<file path="src/rtl/booth_mac_acc.sv">
// Registered signed multiply-accumulate stage fed by the Booth multiplier's product.
// Build option: define BOOTH_MAC_ACC_SAT_EN to clamp the accumulator on overflow instead of wrapping.
module booth_mac_acc #(
    parameter int PROD_W = 64,
    parameter int ACC_W  = 72,
    parameter int CNT_W  = 16
) (
    input  logic                     clk,
    input  logic                     rst,
    input  logic                     in_valid,
    output logic                     in_ready,
    input  logic signed [PROD_W-1:0] prod,
    input  logic                     in_last,
    input  logic                     clr,
    output logic signed [ACC_W-1:0]  acc_out,
    output logic [CNT_W-1:0]         count,
    output logic                     ovf,
    output logic                     out_valid,
    input  logic                     out_ready
);
    typedef enum logic [1:0] {IDLE, ACCUM, DONE} state_t;

    state_t                  state, state_nxt;
    logic                    accept, clear_acc;
    logic signed [ACC_W-1:0] acc_p1, prod_ext, sum, acc_nxt;
    logic [CNT_W-1:0]        cnt_p1;
    logic                    ovf_p1, add_ovf;

    function automatic logic add_overflows(input logic a_msb, input logic b_msb, input logic s_msb);
        return (a_msb == b_msb) && (s_msb != a_msb);
    endfunction

    function automatic logic [CNT_W-1:0] sat_inc(input logic [CNT_W-1:0] c);
        return (c == '1) ? c : c + 1'b1;
    endfunction

    always_ff @(posedge clk) begin
        if (rst) begin
            state <= IDLE;
        end else begin
            state <= state_nxt;
        end
    end

    always_comb begin
        state_nxt = state;
        in_ready  = (state != DONE) && !clr;
        out_valid = (state == DONE);
        accept    = in_valid && in_ready;
        clear_acc = 1'b0;
        case (state)
            IDLE, ACCUM: begin
                if (clr) begin
                    state_nxt = IDLE;
                    clear_acc = 1'b1;
                end else if (accept) begin
                    state_nxt = in_last ? DONE : ACCUM;
                end
            end
            DONE: begin
                if (out_ready) begin
                    state_nxt = IDLE;
                    clear_acc = 1'b1;
                end
            end
            default: state_nxt = IDLE;
        endcase
    end

    assign prod_ext = ACC_W'(prod);
    assign sum      = acc_p1 + prod_ext;
    assign add_ovf  = add_overflows(acc_p1[ACC_W-1], prod_ext[ACC_W-1], sum[ACC_W-1]);

`ifdef BOOTH_MAC_ACC_SAT_EN
    localparam logic signed [ACC_W-1:0] ACC_MAX = {1'b0, {(ACC_W-1){1'b1}}};
    localparam logic signed [ACC_W-1:0] ACC_MIN = {1'b1, {(ACC_W-1){1'b0}}};

    // Overflow can only happen toward the addend's sign, so that picks the rail.
    function automatic logic signed [ACC_W-1:0] saturate(input logic signed [ACC_W-1:0] raw,
                                                         input logic ovf_now,
                                                         input logic addend_neg);
        if (ovf_now) begin
            return addend_neg ? ACC_MIN : ACC_MAX;
        end
        return raw;
    endfunction

    assign acc_nxt = saturate(sum, add_ovf, prod_ext[ACC_W-1]);
`else
    assign acc_nxt = sum;
`endif

    // Stage p1: accumulator, term count and sticky overflow, updated the cycle after accept
    always_ff @(posedge clk) begin
        if (rst || clear_acc) begin
            acc_p1 <= '0;
            cnt_p1 <= '0;
            ovf_p1 <= 1'b0;
        end else if (accept) begin
            acc_p1 <= acc_nxt;
            cnt_p1 <= sat_inc(cnt_p1);
            ovf_p1 <= ovf_p1 | add_ovf;
        end
    end

    assign acc_out = acc_p1;
    assign count   = cnt_p1;
    assign ovf     = ovf_p1;
endmodule
</file>
<file path="config.mk">
export PLATFORM = sky130hd
export DESIGN_NAME = booth_mac_acc
export DESIGN_NICKNAME = d
export VERILOG_FILES = /design/src/rtl/booth_mac_acc.sv
export SDC_FILE = /design/constraint.sdc
export NUM_CORES = 1
export LEC_CHECK = 0
export CAP_MARGIN = 20
export CORE_MARGIN = 2
export CORE_UTILIZATION = 52
export DETAILED_ROUTE_END_ITERATION = 10
export PLACE_DENSITY_LB_ADDON = 0.08
export SYNTH_ARGS = -nofsm -noshare
export SYNTH_HDL_FRONTEND = slang
export SYNTH_SLANG_ARGS = --single-unit
</file>
<file path="constraint.sdc">
create_clock -name clk -period 4.36 [get_ports clk]
set_input_delay 0.654 -clock clk [delete_from_list [all_inputs] [get_ports clk]]
set_output_delay 0.654 -clock clk [all_outputs]
set_load 0.1 [all_outputs]
</file>
# After elaboration in Yosys (flattened, before gate mapping)
# Cells that the tools add are included.
totals:
  ff_bits: 91
  latch_bits: 0
  mem_count: 0
  output_inout_bits: 91
  mem_bits_rw: 0
  mem_bits_ro: 0
op_classes:
  div_mod_pow: 0
  n_shift: 0
  bitwise_logic: 2
  n_lt_le_gt_ge: 0
  n_addsub: 2
  eq_ne: 8
  multipliers: 0
  n_reduce_logical: 9
  n_mux: 8
ops:
  columns: ["op", "n"]
  rows:
  - ["$add 72x64->72", 1]
  - ["$add 16x1->16 const B", 1]
  - ["$eq 16x16->1 const B", 1]
  - ["$mux 2", 4]
  - ["$pmux 2 s2", 1]
  - ["$reduce_and 2->1", 2]
  - ["$logic_and 1x1->1", 3]
  - ["$ne 3x3->1 const B", 1]
  - ["$eq 2x1->1 const B", 1]
  - ["$eq 2x2->1 const B", 1]
  - ["$logic_not 2->1", 1]
  - ["$mux 1", 2]
  - ["$ne 2x1->1 const B", 1]
  - ["$ne 2x2->1 const B", 1]
  - ["$pmux 1 s2", 1]
  - ["$reduce_or 2->1", 1]
  - ["$eq 1x1->1", 1]
  - ["$logic_not 1->1", 1]
  - ["$logic_or 1x1->1", 1]
  - ["$ne 1x1->1", 1]
  - ["$not 1->1", 1]
  - ["$or 1x1->1", 1]

# Logic depth before layout (Yosys ltp)
logic_depth:
  ltp_word: 6
  mapped_depth: 12

# Least setup slack after synthesis
# Ideal clock, no wire load.
synth_path:
  path_type: "register to register"
  startpoint: "reg acc_p1[1] (netlist: acc_out[1])"
  endpoint: "reg acc_p1[39] (netlist: acc_out[39])"
  synth_period_minus_slack_ns: 3.595
  t_required_ns: 4.230
  n_path_buf: 0
  path_stages_with_launch: 12
  setup_slack_ns: 0.765
  t_arrival_ns: 3.465
  cell_sequence: "dfxtp_1 ha_1 a211o_1 a211o_1 a31oi_2 a2111oi_1 a311oi_2 o2111a_1 o31ai_2 a41oi_1 xor2_1 o21ai_0"
synth_via:
  elab_chain_len: 1
synth_lines:
  columns: ["item", "line", "rtl"]
  rows:
  - ["from (decl)", "25", "logic signed [ACC_W-1:0] acc_p1, prod_ext, sum, acc_nxt;"]
  - ["from (signal assigned)", "100", "acc_p1 <= acc_nxt;"]
  - ["$add 72x64->72", "71", "assign sum = acc_p1 + prod_ext;"]
# No other way between the ends.
# A chain may end at the register's enable or synchronous reset.

# Worst setup path in the final report
layout_path:
  startpoint: "in prod[31]"
  endpoint: "reg acc_p1[71] (netlist: acc_out[71])"
layout_via:
  elab_chain_len: 1
layout_lines:
  columns: ["item", "line", "rtl"]
  rows:
  - ["from (decl)", "12", "input logic signed [PROD_W-1:0] prod,"]
  - ["$add 72x64->72", "71", null]
# No other way between the ends.

==> impl_metrics.csv <==
group,metric,value,unit
synth,synth-simple-area-share,21.9,%
worst_hold_path,min_to,"acc_out[9]",
route,postRouteAntennaNets,0,
worst_hold_path,hold_path.class,"register to register",
synth,synth_edf_count,0,
synth,synth_ff_type,"dfxtp_1",
timing,rsz0062_at_grt,"false",
floorplan,chipWidth,124,um
route,viasPerCell,5.95,
cts,insertion_delay,0.36,ns
cells_and_area,area_growth,26.8,%
worst_setup_path,crit_type,"input pin to register",
global_routing,grt_remaining_overflow,0,
worst_setup_path,reg2reg_slack,1.02,ns
route,drt_pass1_iterations,5,
power_and_ir_drop,p_leak,3.92,nW
cells_and_area,drive_above_1_share,4.26,%
floorplan,coreArea,14000,um^2
worst_setup_path,worst_path_largest_cell_delay,0.56,ns
worst_setup_path,worstSetupStartpointType,"input pin",
timing,timing.fmax,269,MHz
worst_setup_path,r2r_start,"acc_out[30]",
status,outcome,"completed",
floorplan,io_pins,161,
synth,synthAdderAreaFrac,12.3,%
job,maxCapViolations,0,
synth,ys_seq_area_share,24.3,%
cells_and_area,fin_nets,1290,
route,wl_per_cell,16.8,um
worst_setup_path,crit_cells,12,
timing,period_needed,3.72,ns
worst_setup_path,cp-startpoint,"prod[31]",
global_routing,grt_pass1_wl,35.6,mm
timing,timing.slew.headroom,32.3,%
synth,synth_top_family_by_area,"compound AO/OA/AOI/OAI gates",
synth,syn_nets,1160,
global_routing,grt_pass1_vias,7425,
timing,finClkSkew,0.00875,ns
synth,synthArstFlopShare,0,%
worst_setup_path,worstPathArrival,4.02,ns
global_routing,antenna_found_initial,1,
worst_setup_path,critPathMaxFanout,8,
floorplan,rows,43,
cts,cts_hold_buf,0,
worst_setup_path,r2r-end,"acc_out[71]",
timing,tightest_slew,1.01,ns
timing,finalHoldViolCount,0,
worst_setup_path,critPathCaptureType,"register",
cts,path_clk_slew,0.07,ns
synth,syn_area,7500,um^2
cells_and_area,mostFrequentLayoutCell,"nand2_1",
cells_and_area,fin_cells,1332,
route,via_count,7921,
route,drc_errors,0,
cts,cts_sinks,91,
global_routing,track_usage,28.9,%
cells_and_area,postLayoutCoreUtil,68.0,%
worst_setup_path,critical-path-top-delay-family,"simple AND/OR/NAND/NOR gates",
cts,clock_path_buffers,2,
timing,tns,0,ns
synth,synth_mux_area_share,0.400,%
timing,setup_viol,0,
placement,place_congestion,0.947,
placement,placed_cells,1316,
route,drt_wl_total,22.3,mm
synth,synthXorXnorAreaFrac,8.05,%
power_and_ir_drop,peakVddDrop,0.184,mV
cts,cts_setup_buffers,0,
cts,tritoncts,"done",
floorplan,dieArea,15400,um^2
floorplan,initial_core_util,53.6,%
cts,cts_resized,0,
placement,port_buffers,160,
worst_setup_path,critical_path.slowest_cell,"or4_1",
worst_hold_path,hold_start,"acc_out[9]",
synth,ys.warnings.count,0,
cts,root_buffer,"clkbuf_16",
cts,numCtsBuffers,9,
global_routing,grt_max_degree,51,
synth,ys_types,69,
cts,h-tree-depth,3,
floorplan,fp.dieH,124,um
timing,drv_slew,0,
power_and_ir_drop,power_density,255,nW/um^2
route,drt_iter0_drc,702,
cells_and_area,nFillCells,1274,
worst_setup_path,cp_num_buf_inv,1,
synth,synth-compound-area-share,29.1,%
synth,syn_inst,1017,
worst_setup_path,path_cells,"clkdlybuf4s50_1 -> ha_1 -> nand4_1 -> or4_1 -> or3_1 -> a311oi_2 -> nor3_1 -> a21oi_1 -> o21bai_1 -> a211o_1 -> nand2_1 -> mux2i_1",
synth,syn_area_per_cell,7.38,um^2
timing,post-route-period-util,85.4,%
worst_setup_path,crit_required,4.66,ns
synth,synth-seq-cells,91,
cells_and_area,final_cell_mix,"168 x nand2_1, 159 x clkdlybuf4s50_1, 135 x a21oi_1, 91 x dfxtp_1, 72 x ha_1",
worst_setup_path,worstRegToRegCells,11,
worst_hold_path,hold_depth,2,
placement,dp_hpwl,16.9,mm
[worst max-delay path by stage]
stage,to
2_1_floorplan,acc_out[39]
3_3_place_gp,acc_out[68]
3_5_place_dp,acc_out[68]
4_1_cts,acc_out[68]
5_1_grt,acc_out[64]
6_report,acc_out[71]
[sequential cells by signal, indices dropped and copies added, names as in the netlist]
name,flops
count,16
ovf,1
state,2
acc_out,72
[tightest hold or removal path: cells and delay by family (launching register included)]
family          cells  cell delay (ns)
simple gates        1             0.05
flops               1             0.32
compound gates      1             0.05
[routing by layer]
metal | up-vias | global-route usage [%] | wire [um]
li1 | 3948 | - | -
met1 | 3628 | 37.7 | 9970
met2 | 294 | 48.3 | 10400
met3 | 51 | 5.45 | 1450
met4 | 0 | 9.06 | 528
met5 | - | 0 | 0
[area by class of cell]
cell class / count / area, um^2 / share of cell area [%]
flip-flops and latches: 91 / 1820 / 19.2
multi-input cells: 848 / 5390 / 56.6
repair buffers: 170 / 1670 / 17.6
well taps: 180 / 225 / 2.37
clock inverters: 6 / 75.1 / 0.789
clock buffers: 9 / 225 / 2.37
inverters: 27 / 101 / 1.07
diodes: 1 / 2.50 / 0.0263
[cell families after synthesis]
family,count (synthesis)
AO/OA/AOI/OAI,343
XOR/XNOR,69
adder cells (fa/ha/maj),73
buffers and inverters,78
flip-flops,91
multiplexers,3
AND/OR/NAND/NOR,360
[synthesized netlist by cell type, types with 4 or more instances]
cell      number  area share (%)
nand2_1      169             8.5
a21oi_1      135             9.0
dfxtp_1       91              24
ha_1          72              12
nor2_1        65             3.3
o21ai_0       58             3.9
a21o_1        42             4.2
xnor2_1       42             4.9
clkbuf_1      36             1.8
inv_1         27             1.4
xor2_1        27             3.2
nand4_1       25             2.1
nand3_1       24             1.6
nor3_1        14            0.93
or3_1         13             1.1
a211oi_1      12             1.2
a31oi_1       12             1.0
o21a_1        11             1.1
o21bai_1      10             1.0
and2_1         9            0.75
and3_1         9            0.75
nor2b_1        9            0.75
buf_2          8            0.53
a211o_1        7            0.82
buf_1          7            0.35
a41oi_1        6            0.70
or2_2          5            0.42
nor4_1         4            0.33
o21ai_1        4            0.27
o221ai_1       4            0.47
[through the flow]
stage	cell area, um^2	power (mW)	hold slack, ns	worst slack, ns
after floorplan	7500	1.40	0.445	0.765
after global placement	9210	1.60	0.457	0.301
after detailed placement	9210	1.60	0.464	0.241
after CTS	9510	2.43	0.473	0.651
after global routing	9510	2.53	0.494	0.441
final	9510	2.43	0.469	0.639
[power by group]
| group | switching, mW | total (mW) | leakage [nW] | internal, mW |
|---|---|---|---|---|
| clock network | 0.381 | 0.831 | 0.144 | 0.450 |
| registers | 0.0202 | 0.873 | 0.737 | 0.853 |
| logic | 0.469 | 0.723 | 3.04 | 0.254 |
| total | 0.870 | 2.43 | 3.92 | 1.56 |
No activity file was read; power rests on OpenSTA's default activity.
